===== src/rtl/cp1_gsel_ctrl.sv =====
// cp1_gsel_ctrl: clocked front-end of the PROG CPLD address mapper.
// Synchronises the 68K low-byte write strobe, decodes P-bank writes and
// guards game-select changes behind a two-key unlock plus a settle window.
module cp1_gsel_ctrl #(
   parameter logic [18:0] GSEL_ADDR      = 19'h607F7,
   parameter logic [7:0]  KEY1           = 8'h5A,
   parameter logic [7:0]  KEY2           = 8'hA5,
   parameter int          UNLOCK_TIMEOUT = 1024,
   parameter int          SETTLE_CYCLES  = 16
) (
   input  logic        CLK,
   input  logic        RESET,
   input  logic [18:0] M68K_ADDR,
   input  logic [15:0] M68K_DATA,
   input  logic        nPORTWEL,
   input  logic [2:0]  BANKS_MAX,
   output logic [2:0]  P_BANK,
   output logic [7:0]  GSEL,
   output logic        GSEL_BUSY,
   output logic        BANK_WE,
   output logic [1:0]  UNLOCK_ST
);

   // Counter widths; a parameter of 1 would give a zero-width vector.
   localparam int TO_W = (UNLOCK_TIMEOUT > 1) ? $clog2(UNLOCK_TIMEOUT) : 1;
   localparam int ST_W = (SETTLE_CYCLES  > 1) ? $clog2(SETTLE_CYCLES)  : 1;
   localparam logic [TO_W-1:0] TO_LAST = TO_W'(UNLOCK_TIMEOUT - 1);
   localparam logic [ST_W-1:0] ST_LOAD = ST_W'(SETTLE_CYCLES - 1);

   typedef enum logic [1:0] {
      ST_IDLE  = 2'd0,
      ST_KEY1  = 2'd1,
      ST_ARMED = 2'd2
   } unlock_t;

   logic [2:0]      r_we_s;
   logic [18:0]     r_cap_addr;
   logic [7:0]      r_cap_data;
   logic            r_ev;
   unlock_t         r_state;
   logic [TO_W-1:0] r_to_cnt;
   logic [ST_W-1:0] r_settle;
   logic            r_busy;
   logic [2:0]      r_p_bank;
   logic [7:0]      r_gsel;
   logic            r_bank_we;

   logic            w_is_gsel;
   logic [2:0]      w_bank;
   logic            w_unused_data;

   // Only the low data byte is wired to this port.
   assign w_unused_data = ^M68K_DATA[15:8];

   // Strobe synchroniser; idles high so reset never fakes a rising edge.
   always_ff @(posedge CLK) begin
      if (RESET) r_we_s <= 3'b111;
      else       r_we_s <= {r_we_s[1:0], nPORTWEL};
   end

   // Track the bus while the synchronised strobe is low; freeze once it rises.
   always_ff @(posedge CLK) begin
      if (RESET) begin
         r_cap_addr <= '0;
         r_cap_data <= '0;
      end else if (!r_we_s[1]) begin
         r_cap_addr <= M68K_ADDR;
         r_cap_data <= M68K_DATA[7:0];
      end
   end

   // Rising-edge detect, registered so the frozen capture and BANKS_MAX are
   // used one cycle later; outputs land on the 4th edge after the strobe rises.
   always_ff @(posedge CLK) begin
      if (RESET) r_ev <= 1'b0;
      else       r_ev <= r_we_s[1] & ~r_we_s[2];
   end

   assign w_is_gsel = (r_cap_addr == GSEL_ADDR);
   assign w_bank    = (r_cap_data[2:0] <= BANKS_MAX) ? r_cap_data[2:0] : 3'd0;

   // Unlock FSM, timeout, settle window and the bank/GSEL registers.
   always_ff @(posedge CLK) begin
      if (RESET) begin
         r_state   <= ST_IDLE;
         r_to_cnt  <= '0;
         r_settle  <= '0;
         r_busy    <= 1'b0;
         r_p_bank  <= 3'd0;
         r_gsel    <= 8'd0;
         r_bank_we <= 1'b0;
      end else begin
         r_bank_we <= 1'b0;

         // Settle countdown: busy drops on the edge after the count hits 0.
         if (r_busy) begin
            if (r_settle == '0) r_busy   <= 1'b0;
            else                r_settle <= r_settle - 1'b1;
         end

         // Timeout only runs mid-sequence; any event restarts it and wins a tie.
         if (r_state == ST_IDLE || r_ev) begin
            r_to_cnt <= '0;
         end else if (r_to_cnt == TO_LAST) begin
            r_to_cnt <= '0;
            r_state  <= ST_IDLE;
         end else begin
            r_to_cnt <= r_to_cnt + 1'b1;
         end

         // While busy every event is dropped; the FSM is IDLE then anyway.
         if (r_ev && !r_busy) begin
            if (w_is_gsel) begin
               case (r_state)
                  ST_IDLE:  r_state <= (r_cap_data == KEY1) ? ST_KEY1 : ST_IDLE;
                  ST_KEY1: begin
                     if (r_cap_data == KEY2)      r_state <= ST_ARMED;
                     else if (r_cap_data == KEY1) r_state <= ST_KEY1;
                     else                         r_state <= ST_IDLE;
                  end
                  ST_ARMED: begin
                     r_gsel   <= r_cap_data;
                     r_p_bank <= 3'd0;
                     r_busy   <= 1'b1;
                     r_settle <= ST_LOAD;
                     r_state  <= ST_IDLE;
                  end
                  default:  r_state <= ST_IDLE;
               endcase
            end else begin
               r_p_bank  <= w_bank;
               r_bank_we <= 1'b1;
            end
         end
      end
   end

   assign P_BANK    = r_p_bank;
   assign GSEL      = r_gsel;
   assign GSEL_BUSY = r_busy;
   assign BANK_WE   = r_bank_we;
   assign UNLOCK_ST = r_state;

endmodule


===== config.mk =====
export PLATFORM = sky130hd
export DESIGN_NAME = cp1_gsel_ctrl
export DESIGN_NICKNAME = d
export VERILOG_FILES = /design/src/rtl/cp1_gsel_ctrl.sv
export SDC_FILE = /design/constraint.sdc
export NUM_CORES = 1
export LEC_CHECK = 0
export CAP_MARGIN = 20
export CORE_ASPECT_RATIO = 0.9
export CORE_MARGIN = 2
export CORE_UTILIZATION = 52
export CTS_BUF_LIST = sky130_fd_sc_hd__clkbuf_8
export CTS_CLUSTER_DIAMETER = 200
export DETAILED_ROUTE_END_ITERATION = 8
export PLACE_DENSITY_LB_ADDON = 0.08
export SLEW_MARGIN = 20
export SYNTH_ARGS = -nofsm -noshare
export SYNTH_HDL_FRONTEND = slang
export SYNTH_SLANG_ARGS = --single-unit

===== constraint.sdc =====
create_clock -name CLK -period 1.9 [get_ports CLK]
set_input_delay 0.285 -clock CLK [delete_from_list [all_inputs] [get_ports CLK]]
set_output_delay 0.285 -clock CLK [all_outputs]
set_load 0.01 [all_outputs]

==> results.json <==
{
  "syn_nets": 294,
  "antenna_cells": 0,
  "layout_common_cells": "60 x dfxtp_1, 51 x nor2_1, 46 x clkdlybuf4s50_1, 35 x mux2i_1, 11 x inv_1",
  "path_buf_inv": 0,
  "wl_per_cell_um": 12.2,
  "routabilityCongestion": 0.777,
  "rows": 23,
  "cts_tree": "done",
  "cts_resized": 0,
  "synth_area_leaders": "dfxtp_1 49%, mux2i_1 14%, nor2_1 7.8%",
  "clkTransAtPathRegs_ns": 0.06,
  "core-area_mm2": 0.00452,
  "ys_types": 41,
  "wl_mm": 4.48,
  "worst_pin_slew_ns": 0.438,
  "drtIter0Drc": 58,
  "drv_cap": 0,
  "overflow": 0,
  "power_density_mw_per_mm2": 764,
  "p_leak_nw": 1.40,
  "vias_per_cell": 5.09,
  "die_w_um": 76.6,
  "yosys.area.top_type": "dfxtp_1",
  "ir_drop_mv": 0.653,
  "critPathKind": "flip-flop to flip-flop",
  "cts_buffers": 9,
  "path_max_fanout": 13,
  "grt_start_max_net_pins": 33,
  "relSlewSlack_pct": 70.8,
  "placed_cells": 350,
  "cts.sinks": 60,
  "min_period_ns": 1.73,
  "worstSetupEndpointType": "flip-flop",
  "post_cts_buffers": 0,
  "layout-drive-gt1-share_pct": 8.88,
  "p_total_mw": 2.40,
  "synth-main-ff-cell": "dfxtp_1",
  "finalCritPeriodShare_pct": 91.0,
  "cts_max_path_buffers": 2,
  "cts_hold_buf": 0,
  "cpPeakStageDelay_ns": 0.56,
  "holdCritPathClass": "input pin to flip-flop",
  "required_ns": 2.11,
  "track_usage_pct": 19.0,
  "start_util_pct": 54.6,
  "path_delay_family": "simple AND/OR/NAND/NOR gates",
  "num_io_pins": 56,
  "die_h_um": 69.3,
  "ys_ff_latch": 60,
  "first_global_vias": 1736,
  "final_nets": 345,
  "syn_avg_cell_area_um2": 9.94,
  "status": "complete, no violations",
  "synth-seq-area-share_pct": 48.7,
  "final_hold_viol_count": 0,
  "via_count": 1862,
  "critPathArrivalTime_ns": 1.94,
  "cts-root-buf": "clkbuf_8",
  "fmax_mhz": 578,
  "area_growth_pct": 27.3,
  "slew_viol_final": 0,
  "start_kind": "flip-flop",
  "io_buffers": 47,
  "synthCells": 248,
  "drc_errors": 0,
  "drtPass1Iterations": 4,
  "yosysWarningCount": 0,
  "finalNonFillerCells": 366,
  "dp.final_hpwl_mm": 3.15,
  "slowest_stage": "or4_4",
  "antenna_left": 0,
  "grt_first_pass_wirelength_mm": 7.85,
  "antenna_found_initial": 0,
  "clkLatencyLatePin_ns": 0.33,
  "synthArstFlopShare_pct": 0,
  "fillers": 383,
  "rsz0062_at_grt": "false",
  "synth_edf_count": 0,
  "regArea_mm2": 0.00120,
  "clock_skew_ns": 0.00756,
  "synth_area_mm2": 0.00246,
  "crit_chain": "or4_4 -> nor2_4 -> nand4_4 -> mux2i_1 -> nor2_1",
  "h-tree-depth": 3,
  "final_common_cell": "dfxtp_1",
  "netlist.area_leader.share_pct": 48.7,
  "die_area_mm2": 0.00531,
  "multiInputGateArea_mm2": 0.00118,
  "setup_violations": 0
}
## sequential cells by signal, summed over array words and instances (netlist names), 2 cells and up
register,flops
P_BANK,3
r_cap_data,8
UNLOCK_ST,2
r_we_s,3
r_to_cnt,10
r_settle,4
GSEL,8
r_cap_addr,19
## stage by stage
| stage | setup WS, ns | hold WS, ns | utilization (%) | cell area, um^2 | TNS (ns) |
|---|---|---|---|---|---|
| 4_1_cts | 0.145 | 0.349 | 69.5 | 3140 | 0 |
| 6_report | 0.170 | 0.366 | 69.5 | 3140 | 0 |
| 3_3_place_gp | 0.0159 | 0.376 | 65.9 | 2980 | 0 |
| 2_1_floorplan | 0.282 | 0.372 | - | 2460 | 0 |
| 3_5_place_dp | -0.0511 | 0.382 | 65.9 | 2980 | -0.0511 |
| 5_1_grt | 0.0548 | 0.373 | 69.5 | 3140 | 0 |
## worst reg2reg max path, cell delays in order (launching register included)
cell and delay, ns:
dfxtp_1 0.31, or4_4 0.56, nor2_4 0.15, nand4_4 0.29, mux2i_1 0.24, nor2_1 0.06
## logic make-up (layout without fill, tap and decap cells)
group,Yosys count,count (layout),synth area share (%)
and+or+nand+nor,103,103,22.7
DFF,60,60,48.7
muxes,37,37,15.1
AOI/OAI and AO/OA,17,17,4.42
buffers and inverters,17,73,3.30
xor gates and xnor gates,9,9,3.20
adders and majority gates,5,5,2.54
## final cells by class
cell class                      instances  area share [%]
Clock buffer                           10            4.39
Sequential cell                        60            38.3
Multi-Input combinational cell        171            37.7
Inverter                                7           0.837
Timing Repair Buffer                   50            15.6
Clock inverter                          6           0.797
Tap cell                               62            2.47
## cell usage after synthesis (all sizes together) (2+ instances only)
library cell   n
o21ai          2
nor3b          3
and2           2
ha             5
nand2b         4
o41ai          3
nand3b         4
a21o           3
mux2i         35
nand2          9
nor2          52
nor3           4
dfxtp         60
nand3          3
or2            3
nand4          6
nor4b          2
buf            4
a31oi          2
inv            7
mux2           2
a21oi          6
xor2           5
nand4b         3
clkbuf         6
xnor2          4
## final timing paths
kind	start	to	slack, ns	depth (start not counted)
max	r_cap_addr[11]$_SDFFE_PP0N_	GSEL[0]$_SDFFE_PP0P_	0.17	5
min	RESET	r_cap_addr[6]$_SDFFE_PP0N_	0.37	2
max reg2reg	r_cap_addr[11]$_SDFFE_PP0N_	GSEL[0]$_SDFFE_PP0P_	0.17	5
min reg2reg	r_we_s[2]$_SDFF_PP1_	r_ev$_SDFF_PP0_	0.38	1
## where the power goes
part | total, mW | switching (mW) | internal (mW)
logic | 0.160 | 0.0608 | 0.0990
clock network | 0.940 | 0.456 | 0.484
registers | 1.30 | 0.0154 | 1.28
## per-layer routing
metal / vias to the layer above / GRT usage (%) / routed length, um
li1: 959 / - / -
met1: 863 / 23.3 / 2140
met2: 34 / 28.4 / 2010
met3: 6 / 9.64 / 242
met4: 0 / 7.27 / 80
met5: - / 0 / 0
No activity file was read; power rests on OpenSTA's default activity.
